===== config.mk =====
export PLATFORM = sky130hd
export DESIGN_NAME = uc_multiciclo
export DESIGN_NICKNAME = d
export VERILOG_FILES = /design/src/rtl/uc_pkg.sv /design/src/rtl/uc_decoder.sv /design/src/rtl/uc_multiciclo.sv
export SDC_FILE = /design/constraint.sdc
export NUM_CORES = 1
export LEC_CHECK = 0
export BUFFER_PORTS_ARGS = -buffer_cell sky130_fd_sc_hd__buf_2
export CORE_ASPECT_RATIO = 0.9
export CORE_MARGIN = 10
export CORE_UTILIZATION = 50
export DETAILED_ROUTE_END_ITERATION = 10
export PLACE_DENSITY = 0.88
export SYNTH_ARGS = -nofsm -noshare
export SYNTH_HDL_FRONTEND = slang
export SYNTH_SLANG_ARGS = --single-unit
export TNS_END_PERCENT = 30

===== constraint.sdc =====
create_clock -name clk -period 2.45 [get_ports clk]
set_clock_uncertainty 0.2 [all_clocks]
set_input_delay 0.3675 -clock clk [delete_from_list [all_inputs] [get_ports clk]]
set_output_delay 0.3675 -clock clk [all_outputs]
set_load 0.005 [all_outputs]

===== src/rtl/uc_pkg.sv =====
// uc_pkg: shared definitions for the multicycle control unit.
//   - Opcode-class constants, matched against Opcode[5:2].
//     ALU instructions are recognised by Opcode[5] alone.
//   - State enum of the control FSM.
//     The encoding is also visible on the top-level dbg_state port.
package uc_pkg;

  localparam logic [3:0] OPC_LI   = 4'b0000;
  localparam logic [3:0] OPC_J    = 4'b0001;
  localparam logic [3:0] OPC_JZ   = 4'b0010;
  localparam logic [3:0] OPC_JNZ  = 4'b0011;
  localparam logic [3:0] OPC_NOP  = 4'b0100;
  localparam logic [3:0] OPC_HALT = 4'b0101;
  // Class is ALU whenever Opcode[5] is set.
  localparam logic       OPC_ALU_BIT = 1'b1;

  typedef enum logic [1:0] {
    ST_IDLE  = 2'd0,
    ST_FETCH = 2'd1,
    ST_EXEC  = 2'd2,
    ST_HALT  = 2'd3
  } uc_state_e;

endpackage


===== src/rtl/uc_decoder.sv =====
// uc_decoder: combinational instruction decode.
//   Opcode     in  6 : instruction bits [15:10]
//   z          in  1 : registered zero flag (selects the conditional-jump outcome)
//   s_inc      out 1 : 1 = PC+1, 0 = jump address
//   s_inm      out 1 : 0 = immediate, 1 = ALU result
//   we3        out 1 : register-file write
//   wez        out 1 : zero-flag write
//   Op         out 3 : ALU operation (000 for every non-ALU opcode)
//   is_halt    out 1 : opcode is HALT
//   is_illegal out 1 : opcode is undefined (011x--)
// The outputs are not gated here. The top level masks them outside EXEC.
module uc_decoder
  import uc_pkg::*;
(
  input  logic [5:0] Opcode,
  input  logic       z,
  output logic       s_inc,
  output logic       s_inm,
  output logic       we3,
  output logic       wez,
  output logic [2:0] Op,
  output logic       is_halt,
  output logic       is_illegal
);

  always_comb begin
    s_inc      = 1'b1;
    s_inm      = 1'b0;
    we3        = 1'b0;
    wez        = 1'b0;
    Op         = 3'b000;
    is_halt    = 1'b0;
    is_illegal = 1'b0;
    if (Opcode[5] == OPC_ALU_BIT) begin
      Op    = Opcode[4:2];
      we3   = 1'b1;
      wez   = 1'b1;
      s_inm = 1'b1;
    end else begin
      case (Opcode[5:2])
        OPC_LI:   we3 = 1'b1;
        OPC_J:    s_inc = 1'b0;
        OPC_JZ:   s_inc = ~z;
        OPC_JNZ:  s_inc = z;
        OPC_NOP:  s_inc = 1'b1;
        OPC_HALT: is_halt = 1'b1;
        // 011x--: behaves as NOP, flagged for the sticky illegal bit
        default:  is_illegal = 1'b1;
      endcase
    end
  end

endmodule


===== src/rtl/uc_multiciclo.sv =====
// uc_multiciclo: multicycle control unit (FETCH + EXEC per instruction).
//   clk       in  1     : rising-edge clock
//   reset     in  1     : asynchronous, active-low
//   Opcode    in  6     : instruction bits [15:10]
//   z         in  1     : registered zero flag
//   run       in  1     : level, instructions execute back-to-back while high
//   step      in  1     : pulse, executes one instruction when seen in IDLE
//   s_inc/s_inm/we3/wez/Op : datapath controls, active only in EXEC
//   pc_en     out 1     : PC write enable (EXEC, except for HALT)
//   halted    out 1     : FSM is in HALT
//   illegal   out 1     : sticky, an undefined opcode was executed
//   retired   out CNT_W : completed EXEC cycles, wrapping
//   dbg_state out 2     : current FSM state (uc_state_e encoding)
//
// Run/step control: run and step are sampled only in IDLE, and run wins.
// A step start latches step mode, so the EXEC that follows returns to IDLE
// even if run rose in the meantime. run is re-examined at the end of each
// EXEC. Dropping it mid-instruction lets that instruction finish, and the
// FSM then goes to IDLE.
module uc_multiciclo
  import uc_pkg::*;
#(
  parameter int CNT_W = 16
) (
  input  logic             clk,
  input  logic             reset,
  input  logic [5:0]       Opcode,
  input  logic             z,
  input  logic             run,
  input  logic             step,
  output logic             s_inc,
  output logic             s_inm,
  output logic             we3,
  output logic             wez,
  output logic [2:0]       Op,
  output logic             pc_en,
  output logic             halted,
  output logic             illegal,
  output logic [CNT_W-1:0] retired,
  output logic [1:0]       dbg_state
);

  uc_state_e        state_q, state_d;
  logic             step_mode_q, step_mode_d;
  logic             illegal_q;
  logic [CNT_W-1:0] retired_q;

  logic       dec_s_inc, dec_s_inm, dec_we3, dec_wez;
  logic [2:0] dec_op;
  logic       dec_halt, dec_illegal;
  logic       in_exec;

  uc_decoder u_dec (
    .Opcode     (Opcode),
    .z          (z),
    .s_inc      (dec_s_inc),
    .s_inm      (dec_s_inm),
    .we3        (dec_we3),
    .wez        (dec_wez),
    .Op         (dec_op),
    .is_halt    (dec_halt),
    .is_illegal (dec_illegal)
  );

  // Derived from the asynchronously reset state register, so asserting
  // reset drops every enable without waiting for a clock edge.
  assign in_exec = (state_q == ST_EXEC);

  always_comb begin
    state_d     = state_q;
    step_mode_d = step_mode_q;
    case (state_q)
      ST_IDLE: begin
        if (run) begin
          state_d     = ST_FETCH;
          step_mode_d = 1'b0;
        end else if (step) begin
          state_d     = ST_FETCH;
          step_mode_d = 1'b1;
        end
      end
      ST_FETCH: state_d = ST_EXEC;
      ST_EXEC: begin
        if (dec_halt)                 state_d = ST_HALT;
        else if (run && !step_mode_q) state_d = ST_FETCH;
        else                          state_d = ST_IDLE;
      end
      ST_HALT: state_d = ST_HALT;
      default: state_d = ST_IDLE;
    endcase
  end

  always_ff @(posedge clk or negedge reset) begin
    if (!reset) begin
      state_q     <= ST_IDLE;
      step_mode_q <= 1'b0;
      illegal_q   <= 1'b0;
      retired_q   <= '0;
    end else begin
      state_q     <= state_d;
      step_mode_q <= step_mode_d;
      if (in_exec && dec_illegal) illegal_q <= 1'b1;
      if (in_exec)                retired_q <= retired_q + CNT_W'(1);
    end
  end

  // Outside EXEC, the idle values are s_inc=1 and everything else 0.
  assign s_inc     = in_exec ? dec_s_inc : 1'b1;
  assign s_inm     = in_exec & dec_s_inm;
  assign we3       = in_exec & dec_we3;
  assign wez       = in_exec & dec_wez;
  assign Op        = in_exec ? dec_op : 3'b000;
  assign pc_en     = in_exec & ~dec_halt;
  assign halted    = (state_q == ST_HALT);
  assign illegal   = illegal_q;
  assign retired   = retired_q;
  assign dbg_state = state_q;

endmodule

# == Word-level counts from Yosys, hierarchy flattened ==
# Index checks and enable logic that the tools add are counted.
# word_totals
ff_bits,20
latch_bits,0
ram_bits,0
mem_bits_ro,0
out_inout_bits,28
elab_cells,46
memories,0
# classes
n_addsub,1
mul,0
div,0
magnitude_cmp,0
eq_ne,9
shifts,0
n_mux,19
bitwise_logic,5
n_reduce_logical,8
# op_table
cell,n
adder 16 x 1 -> 16 bit (second input constant),1
two-way mux 1 bit,12
== test 4 x 2 -> 1 bit (second input constant),2
== test 4 x 3 -> 1 bit (second input constant),2
case mux 2 bit (4 select lines),1
two-way mux 2 bit,3
two-way mux 3 bit,2
OR reduction 6 bit,1
== test 2 bit (second input constant),2
== test 4 x 1 -> 1 bit (second input constant),1
logical NOT 4 bit,1
AND 1 bit,3
inequality test 3 bit (second input constant),1
case mux 1 bit (3 select lines),1
== test 2 x 1 -> 1 bit (second input constant),1
logical AND 1 bit,2
logical NOT 2 bit,1
NOT 1 bit,2
AND reduction 2 bit,1
nonzero test 2 bit,1
logical NOT 1 bit,1

# == Logic depth before layout (Yosys ltp) ==
# Gate-level depths: netlist of run 1.
# logic_depth
word_depth,5
depth_mapped,5
depth_no_buf,5

# == Cells and area by module ==
# Synthesis of run 1 repeated with hierarchy kept, for this count alone.
# hier_totals
cells_unflattened,97
hier_area_um2,1052.3
# modules_own_cells
module,instances,cells_per_inst,area_each_um2,seq_area_each_um2
uc_multiciclo,1,84,959.7,500.5
uc_decoder,1,13,92.6,0.0

# == Worst setup path after synthesis of run 1 ==
# Ideal clock, no wire load.
# synth_path
path_kind,reg-to-reg
startpoint,"register retired_q[0], in the netlist retired[0]"
endpoint,"register retired_q[12], in the netlist retired[12]"
setup_ps,124
arrival_ps,1326
required_ps,2126
path_slack_ps,800
path_stages_with_launch,6
n_path_buf,0
path_cell_list,dfrtp_1 ha_1 nand3b_4 nor4_2 nand4_1 xnor2_1
# synth_between
elab_chain_len,1
# synth_rtl
item,line_no,text
from (decl),uc_multiciclo.sv:46,logic [CNT_W-1:0] retired_q;
from (signal assigned),uc_multiciclo.sv:103,if (in_exec) retired_q <= retired_q + CNT_W'(1);
adder 16 x 1 -> 16 bit,uc_multiciclo.sv:103,
# Every way passes these cells.
# A chain may end at the register's enable or synchronous reset.

# == Worst setup path in the final report of run 1 ==
# layout_path
startpoint,"register state_q[1], in the netlist dbg_state[1]"
endpoint,output port s_inc
# layout_between
elab_chain_len,2
# layout_rtl
item,line_no,text
from (decl),uc_multiciclo.sv:43,"uc_state_e state_q, state_d;"
from (signal assigned),uc_multiciclo.sv:100,state_q <= state_d;
== test 2 bit,uc_multiciclo.sv:67,assign in_exec = (state_q == ST_EXEC);
two-way mux 1 bit,uc_multiciclo.sv:108,assign s_inc = in_exec ? dec_s_inc : 1'b1;
to (decl),uc_multiciclo.sv:31,"output logic s_inc,"
# Every way passes these cells.

==> key figures, run 1 <==
Floorplanning
  • IO Pins: 39
  • Core ar.: approximately 1900 sq um
  • FP Rows: 15
  • Die Area: between 4000 and 5000 sq um
  • Die Y: 62.3 um
  • Die W: about 67 um
  • Starting Density: 0.520

Finish
  • Final Util: 0.656
  • Multi-input gate area: between 400 and 500 sq um
  • Fin nets: ~140
  • Post-route cell area: around 1300 sq um
  • FF/Latch Area: roughly 500 sq um
  • Final Non-Filler Cells: approximately 150
  • Layout area overhead: 26.0%
  • Layout cells sized above 1: 0.375
  • Fillers: between 150 and 200
  • Ant. Diodes: 0

STA
  • Final Critical Period: just over 2000 ps
  • Final setup viols: 0
  • RSZ-0062 raised after global routing: false
  • Final worst-path cycle share: 0.828
  • TNS Setup: 0 ps
  • Relative slew slack: 0.614
  • Count of pins over their slew limit: 0
  • Fmax: 493 MHz
  • Final hold viol count: 0
  • Worst Tran Pin Value: between 500 and 600 ps

Drt
  • Routed vias/inst: ~5.2
  • Initial DRC count: 37
  • Final wirelength: about 2200 um
  • Antenna-violating nets left: 0
  • # DRC: 0
  • First-pass DRT Iterations: 2
  • Vias post-DR: roughly 800
  • Wire length per cell: around 15 um

Global route
  • GRT Max-Usage Layer: met2
  • Initial antenna violation count: 0
  • GR Util met1: 0.126
  • First-pass GRT wire length: ~3600 um
  • Largest net degree at the start of global routing: 21
  • Gr ovfl total: 0
  • Vias in the first global route: 835
  • GR Util met3: 0.0430
  • Met2 GRT Util: 0.167
  • Tot GR Track Use: 0.107

Clock network
  • Root buf cell: clkbuf_4
  • Skew-Pair Late Insertion Delay: around 300 ps
  • CTS Buf Count: 3
  • Reg clk slew, reported paths: between 100 and 150 ps
  • H-Tree Depth: 1
  • # clock sinks: 20
  • TritonCTS clock tree: yes
  • CTS Buffer Depth: 2

Min path
  • Worst Hold Depth: 2
  • Hold Startpoint: run
  • Hold endpoint: step_mode_q
  • Worst hold path type: primary input to register

Yosys
  • Number of flops mapped to enable cells by yosys: 0
  • Synth Area per Inst: between 10 and 15 sq um
  • Synth area leader: dfrtp_1
  • Cell area after synthesis: between 900 and 1000 sq um
  • Async set or reset register ratio after synthesis: 1.00
  • Largest cells by area after synthesis: dfrtp_1, xnor2_1, xor2_1
  • Distinct cell type count after synthesis: 29
  • Flops & latches, synth: 20
  • Top_reg_cell synth: dfrtp_1
  • Mapped Nets: a little over 100
  • Top cells by count, synth: dfrtp_1, xnor2_1, nand2_1
  • Yosys top cell area share: 0.503
  • Warning count from the yosys run: 0
  • Most frequent cell after synthesis: dfrtp_1
  • Cells after synthesis: 89
  • Sequential share of the synthesized area: 0.503

Worst setup path
  • Setup crit end kind: output port
  • Crit Path Class: register to output port
  • Req. time, crit path: 1880 ps
  • Worst R2R Path Depth: 5
  • Worst EP arrival: between 1000 and 1500 ps
  • Worst reg2reg startpoint: retired[0]
  • Crit-path max FO: 10
  • R2R setup slack: 600 ps
  • CP startpoint: dbg_state[1]
  • RR Endpoint: retired[12]
  • Startpoint class of the critical path: register

Placement
  • # port buffers: 36
  • Final Wtd Congestion: between 0.7 and 0.8
  • Post-placement cell count: between 100 and 150
  • Final HPWL DP: 1750 um
  • DP Area: around 1200 sq um

Status
  • Outcome: completed

Flow run
  • Max-cap viol count: 0

Power
  • Worst VDD drop: 645 uV
  • Total power draw: 1.15 mW
  • PD cells: 917 nW/um^2
  • Pleak: 0.683 nW
-- how the worst max path moves through the flow --
stage / to
final: s_inc
after global routing: s_inc
after CTS: s_inc
after detailed placement: retired[12]
after global placement: retired[12]
after floorplan: retired[12]
-- registers in the layout, indices dropped and copies added (netlist names) --
signal       flops
retired         16
illegal          1
dbg_state        2
step_mode_q      1
-- final cells by class --
class | instances | share of cell area
clock inverters | 1 | 0.0239
well taps | 25 | 0.0249
clock buffers | 3 | 0.0179
flip-flops and latches | 20 | 0.399
repair buffers | 37 | 0.152
multi-input cells | 67 | 0.383
-- metrics by stage --
stage               hold slack, ps  setup WS, ps
global placement               130           689
floorplan                     -128           800
global route                  59.4           236
CTS                           35.1           399
detailed placement             137           610
finish                        44.7           422
-- power by group --
| part | internal, mW | switching [mW] | total [mW] |
|---|---|---|---|
| clock | 0.165 | 0.102 | 0.267 |
| sequential | 0.405 | 0.111 | 0.516 |
| combinational | 0.190 | 0.178 | 0.367 |
| total | 0.760 | 0.391 | 1.15 |
-- layout by cell type (no fill, tap or decap), types with 2 or more instances in the layout --
master    Yosys  final
buf_2         0     36
dfrtp_1      20     20
xnor2_1      11     11
nand2_1      10     10
nor2_1        8      8
xor2_1        5      5
and3_1        4      4
and2_1        3      3
nand4_1       3      3
clkbuf_4      0      3
nor3_1        2      2
a21oi_1       2      2
o31ai_1       2      2
-- cell families after synthesis --
kind of cell | after synthesis | share of synthesized area
AOI/OAI and AO/OA | 6 | 0.0415
and+or+nand+nor | 44 | 0.288
DFF | 20 | 0.503
adders and majority gates | 1 | 0.0126
buffers and inverters | 2 | 0.0151
xor gates and xnor gates | 16 | 0.141
-- critical path, stage by stage (launching register included) --
cell and delay [ps]:
dfrtp_1 560, nand2b_1 210, nor2_1 180, nand3b_1 90, buf_2 130
-- what timing repair did --
action	in CTS	in global routing
hold endpoints to repair	20	0
buffers inserted	0	0
hold buffers	1	0
resized for setup	0	0
-- routing by layer --
metal / vias to the layer above / routed length, um
met5: - / 0
met4: 0 / 0
met3: 0 / 193
met2: 29 / 1010
met1: 385 / 1030
li1: 385 / -
(Power assumes the default switching activity.)
==> run 2: changes to the inputs <==
ABC_AREA = 1   (was default)
CORE_UTILIZATION = 48   (was 50)
PLACE_DENSITY = 0.84   (was 0.88)
clock period = 2.1 ns   (was 2.45 ns; I/O delays follow)
==> key figures, run 2 <==
Drt
  • Antenna-violating nets left: 0 (unchanged)
  • Wire length per cell: 13.9 um (was 14.6 um)
  • Initial DRC count: 45 (was 37)
  • First-pass DRT Iterations: 4 (was 2)
  • Routed vias/inst: 5.10 (was 5.22)
  • Final wirelength: 2700 um (was 2230 um)
  • # DRC: 0 (unchanged)
  • Vias post-DR: 989 (was 799)

Status
  • Outcome: completed (unchanged)

STA
  • Final hold viol count: 0 (unchanged)
  • Final worst-path cycle share: 0.952
  • Relative slew slack: 0.690 (was 0.614)
  • Final setup viols: 0 (unchanged)
  • TNS Setup: 0 ps (unchanged)
  • Worst Tran Pin Value: 466 ps (was 571 ps)
  • Fin Hold WS: 22.8 ps (was 44.7 ps)
  • Count of pins over their slew limit: 0 (unchanged)
  • Final Critical Period: roughly 2000 ps
  • Fmax: 500 MHz
  • RSZ-0062 raised after global routing: false (unchanged)

Yosys
  • Cell area after synthesis: 1080 sq um (was 996 sq um)
  • Async set or reset register ratio after synthesis: 1.00 (unchanged)
  • Yosys top cell area share: 0.463 (was 0.503)
  • Flops & latches, synth: 20 (unchanged)
  • Distinct cell type count after synthesis: 23 (was 29)
  • Top_reg_cell synth: dfrtp_1 (unchanged)
  • Number of flops mapped to enable cells by yosys: 0 (unchanged)
  • Top cells by count, synth: nand2_1, dfrtp_1, inv_1 (was dfrtp_1, xnor2_1, nand2_1)
  • Synth area leader: dfrtp_1 (unchanged)
  • Warning count from the yosys run: 0 (unchanged)
  • Most frequent cell after synthesis: nand2_1 (was dfrtp_1)
  • Mapped Nets: 139 (was 101)
  • Sequential share of the synthesized area: 0.463 (was 0.503)
  • Largest cells by area after synthesis: dfrtp_1, nand2_1, inv_1 (was dfrtp_1, xnor2_1, xor2_1)
  • Synth Area per Inst: 8.50 sq um (was 11.2 sq um)
  • Cells after synthesis: 127 (was 89)

Power
  • Switching Power: 0.485 mW (was 0.391 mW)
  • PD cells: 941 nW/um^2 (was 917 nW/um^2)
  • Total power draw: 1.26 mW (was 1.15 mW)
  • Sequential share of power: 0.456 (was 0.449)
  • Pint: 0.774 mW (was 0.760 mW)
  • Sw Ratio: 0.385 (was 0.340)
  • Pleak: 0.759 nW (was 0.683 nW)
  • Comb power frac: 0.362 (was 0.319)
  • Clock Power Share: 0.182 (was 0.232)
  • Worst VDD drop: 899 uV (was 645 uV)

Finish
  • Max reg flops: 16 (unchanged)
  • Fin nets: 180 (was 141)
  • Layout cells sized above 1: 0.311 (was 0.375)
  • FF/Latch Area: 500 sq um (unchanged)
  • Most common cell after layout, fill and taps aside: buf_2 (unchanged)
  • Ant. Diodes: 0 (unchanged)
  • Commonest non-fill, non-tap cells in the layout: buf_2, nand2_1, dfrtp_1, inv_1, nor2_1 (was buf_2, dfrtp_1, xnor2_1, nand2_1, nor2_1)
  • Multi-input gate area: 509 sq um (was 480 sq um)
  • Fillers: 189 (was 166)
  • Layout area overhead: 23.9% (was 26.0%)

Clock network
  • CTS Buf Count: 3 (unchanged)
  • Root buf cell: clkbuf_4 (unchanged)
  • # clock sinks: 20 (unchanged)
  • Skew-Pair Late Insertion Delay: 300 ps (about the same)
  • Reg clk slew, reported paths: 120 ps (was 110 ps)
  • TritonCTS clock tree: yes (unchanged)
  • CTS Buffer Depth: 2 (unchanged)
  • Post-CTS Setup Bufs: 0 (unchanged)
  • H-Tree Depth: 1 (unchanged)

Floorplanning
  • Die W: 70.0 um (was 67.0 um)
  • Die Area: 4550 sq um (was 4180 sq um)
  • FP Rows: 16 (was 15)
  • Die Y: 65.0 um (was 62.3 um)
  • IO Pins: 39 (unchanged)
  • Starting Density: 0.499 (was 0.520)
  • Core ar.: 2160 sq um (was 1910 sq um)

Placement
  • Final Wtd Congestion: 0.820 (was 0.756)
  • # port buffers: 36 (unchanged)
  • Final HPWL DP: 2190 um (was 1750 um)

Worst setup path
  • Startpoint class of the critical path: register (unchanged)
  • Crit-path max FO: 10 (unchanged)
  • Setup crit end kind: output port (unchanged)
  • Worst EP arrival: 1490 ps (was 1460 ps)
  • Req. time, crit path: 1580 ps (was 1880 ps)
  • Crit Path Class: register to output port (unchanged)

Global route
  • Gr ovfl total: 0 (unchanged)
  • Tot GR Track Use: 0.116 (was 0.107)
  • Initial antenna violation count: 0 (unchanged)
  • First-pass GRT wire length: 4420 um (was 3640 um)
  • Vias in the first global route: 949 (was 835)
  • Largest net degree at the start of global routing: 21 (unchanged)

Min path
  • Worst hold path type: primary input to register (unchanged)

Flow run
  • Max-cap viol count: 0 (unchanged)
## run 2: cell families after synthesis
group,share of synthesized area
and+or+nand+nor,0.321
DFF,0.463
buffers and inverters,0.0695
xor gates and xnor gates,0.0881
AOI/OAI and AO/OA,0.0463
adders and majority gates,0.0116
## run 2: power by group through the flow
stage | sequential [mW] | combinational [mW] | clock, mW
after global placement | 0.573 | 0.437 | 0
after floorplan | 0.574 | 0.262 | 0
final | 0.574 | 0.455 | 0.229
after CTS | 0.574 | 0.461 | 0.234
after detailed placement | 0.582 | 0.458 | 0
after global routing | 0.593 | 0.514 | 0.246
## run 2: routing by layer
| metal | up-vias | wire length, um | track usage |
|---|---|---|---|
| met1 | 477 | 1020 | 0.129 |
| met2 | 26 | 1460 | 0.202 |
| met5 | - | 0 | 0 |
| li1 | 480 | - | - |
| met4 | 0 | 23 | 0.0419 |
| met3 | 6 | 189 | 0.0411 |
## run 2: metrics by stage
| step | worst slack, ps | util | cells | area (sq um) |
|---|---|---|---|---|
| 6_report | 99.8 | 0.619 | 194 | 1340 |
| 5_1_grt | 30.9 | 0.619 | 194 | 1340 |
| 4_1_cts | 19.5 | 0.616 | 194 | 1330 |
| 3_5_place_dp | 373 | 0.595 | 189 | 1290 |
| 3_3_place_gp | 456 | 0.595 | 189 | 1290 |
| 2_1_floorplan | 583 | - | 127 | 1080 |
## run 2: timing repair
action / in CTS / in global routing
hold buffers: 1 / 0
endpoints found under the hold margin: 20 / 0
gates resized for setup: 0 / 1
endpoints found under the setup margin: 0 / 2
## run 2: area by class of cell
cell class,instances,share of cell area
inverter,18,0.0505
clock buffer,4,0.0271
multi-input combinational,88,0.381
timing repair buffer,37,0.142
tap,27,0.0253
sequential,20,0.374
## run 2: final timing paths
path,from,endpoint,slack [ps],depth (start not counted)
max reg2reg,retired[0],retired[12],490,8
max,dbg_state[0],we3,100,5
min,run,step_mode_q,20,2
max in group asynchronous,reset,illegal,1100,2
min in group asynchronous,reset,retired[13],280,2
min reg2reg,illegal,illegal,280,1
## run 2: worst max-delay path, stage by stage, from the launching register on
cell and delay (ps):
dfrtp_1 440, inv_1 150, nand2_4 130, nor3_2 180, a31o_2 170, buf_2 100
==> run 3: changes to the inputs <==
REMOVE_ABC_BUFFERS = 1   (was default)
SKIP_CTS_REPAIR_TIMING = 1   (was default)
clock period = 2 ns   (was 2.1 ns; I/O delays follow)
==> key figures, run 3 (synthesized netlist as in run 2, its figures left out) <==
STA
  • Final setup viols: 0 (unchanged)
  • Relative slew slack: 0.702 (was 0.690)
  • RSZ-0062 raised after global routing: false (unchanged)
  • Fin worst setup slack: 82.8 ps (was 99.8 ps)
  • Fin Hold WS: 70.1 ps (was 22.8 ps)
  • Fmax: about 520 MHz
  • Final Critical Period: around 1900 ps
  • Final hold viol count: 0 (unchanged)
  • Final worst-path cycle share: 0.959
  • Worst Tran Pin Value: 447 ps (was 466 ps)
  • Count of pins over their slew limit: 0 (unchanged)

Clock network
  • H-Tree Depth: 1 (unchanged)
  • # clock sinks: 20 (unchanged)
  • TritonCTS clock tree: yes (unchanged)
  • CTS Buf Count: 3 (unchanged)
  • Reg clk slew, reported paths: 120 ps (about the same)
  • Skew-Pair Late Insertion Delay: 310 ps (was 300 ps)
  • CTS Buffer Depth: 2 (unchanged)
  • Root buf cell: clkbuf_4 (unchanged)

Worst setup path
  • Setup crit end kind: output port (unchanged)
  • CP max stage cell: dfrtp_1 (unchanged)
  • Crit-path max FO: 10 (unchanged)
  • Critical Path, Cell by Cell: inv_2 -> nand2_4 -> nor3_4 -> a31o_2 -> buf_2 (was inv_1 -> nand2_4 -> nor3_2 -> a31o_2 -> buf_2)
  • CP delay by family, top: flip-flops (unchanged)
  • Slowest stage delay, CP: 450 ps (was 440 ps)
  • Startpoint class of the critical path: register (unchanged)
  • Crit Path Class: register to output port (unchanged)
  • Req. time, crit path: 1500 ps (was 1580 ps)
  • Worst EP arrival: 1420 ps (was 1490 ps)
  • Worst path buffer plus inverter count: 2 (unchanged)

Finish
  • Ant. Diodes: 0 (unchanged)
  • Layout area overhead: 26.9% (was 23.9%)
  • Fin nets: 181 (was 180)
  • Max reg flops: 16 (unchanged)
  • Final Util: 0.634 (was 0.619)
  • Layout cells sized above 1: 0.315 (was 0.311)
  • Most common cell after layout, fill and taps aside: buf_2 (unchanged)
  • Commonest non-fill, non-tap cells in the layout: buf_2, nand2_1, dfrtp_1, inv_1, nor2_1 (unchanged)

Power
  • Switching Power: 0.504 mW (was 0.485 mW)
  • PD cells: 1030 nW/um^2 (was 941 nW/um^2)
  • Worst VDD drop: 1010 uV (was 899 uV)
  • Sw Ratio: 0.357 (was 0.385)
  • Pleak: 0.771 nW (was 0.759 nW)
  • Comb power frac: 0.341 (was 0.362)
  • Clock Power Share: 0.234 (was 0.182)
  • Pint: 0.908 mW (was 0.774 mW)
  • Sequential share of power: 0.426 (was 0.456)

Drt
  • Antenna-violating nets left: 0 (unchanged)
  • First-pass DRT Iterations: 4 (unchanged)
  • # DRC: 0 (unchanged)
  • Final wirelength: 2440 um (was 2700 um)
  • Vias post-DR: 969 (was 989)
  • Wire length per cell: 12.5 um (was 13.9 um)
  • Routed vias/inst: 4.97 (was 5.10)
  • Initial DRC count: 29 (was 45)

Floorplanning
  • FP Rows: 16 (unchanged)
  • Starting Density: 0.499 (unchanged)
  • Die Area: 4550 sq um (unchanged)
  • Die Y: 65.0 um (unchanged)
  • Core ar.: 2160 sq um (unchanged)
  • Die W: 70.0 um (unchanged)
  • IO Pins: 39 (unchanged)

Placement
  • Final Wtd Congestion: 0.847 (was 0.820)
  • # port buffers: 36 (unchanged)
  • Worst slack, placed: 306 ps (was 373 ps)
  • Final HPWL DP: 1990 um (was 2190 um)

Global route
  • Vias in the first global route: 912 (was 949)
  • Initial antenna violation count: 0 (unchanged)
  • Largest net degree at the start of global routing: 21 (unchanged)
  • Tot GR Track Use: 0.106 (was 0.116)
  • First-pass GRT wire length: 4080 um (was 4420 um)
  • Gr ovfl total: 0 (unchanged)

Flow run
  • Max-cap viol count: 0 (unchanged)

Status
  • Outcome: completed (unchanged)

Min path
  • Worst hold path type: primary input to register (unchanged)
run 3: area by class of cell:
cell class                 count  area, sq um
multi-input combinational     88          515
timing repair buffer          38          200
sequential                    20          500
tap                           27         33.8
fill                         174          792
inverter                      18         67.6
clock inverter                 1         30.0
clock buffer                   3         22.5
run 3: power groups by stage:
stage	Combinational (mW)	Clock, mW	Sequential, mW
after global placement	0.466	0	0.602
after CTS	0.482	0.335	0.600
after floorplan	0.268	0	0.603
final	0.481	0.330	0.601
after detailed placement	0.480	0	0.608
after global routing	0.544	0.357	0.617
run 3: worst paths after layout:
| check | to | slack [ps] | from | depth (start not counted) |
|---|---|---|---|---|
| worst max-delay path | we3 | 80 | dbg_state[0] | 5 |
| worst min-delay path | dbg_state[1] | 70 | Opcode[2] | 3 |
| worst max register to register | retired[14] | 400 | retired[0] | 8 |
| worst min register to register | illegal | 280 | illegal | 1 |
| max in group asynchronous | retired[11] | 1030 | reset | 2 |
| min in group asynchronous | retired[8] | 250 | reset | 2 |
run 3: worst min-delay path, delay by kind of cell:
family	cells	cell delay, ps
and+or+nand+nor	1	70
AOI/OAI and AO/OA	1	60
buffers and inverters	1	120
run 3: stage by stage:
| stage | cell area [sq um] | TNS (ps) | power (mW) | std cells |
|---|---|---|---|---|
| after floorplan | 1070 | 0 | 0.871 | 126 |
| after CTS | 1340 | -62.5 | 1.42 | 193 |
| after global routing | 1370 | 0 | 1.52 | 195 |
| final | 1370 | 0 | 1.41 | 195 |
| after detailed placement | 1290 | 0 | 1.09 | 189 |
| after global placement | 1290 | 0 | 1.07 | 189 |
run 3: routing by layer:
| metal | track usage | wire, um |
|---|---|---|
| met1 | 0.111 | 978 |
| met2 | 0.192 | 1320 |
| met3 | 0.0365 | 93 |
| met4 | 0.0369 | 44 |
| met5 | 0 | 0 |
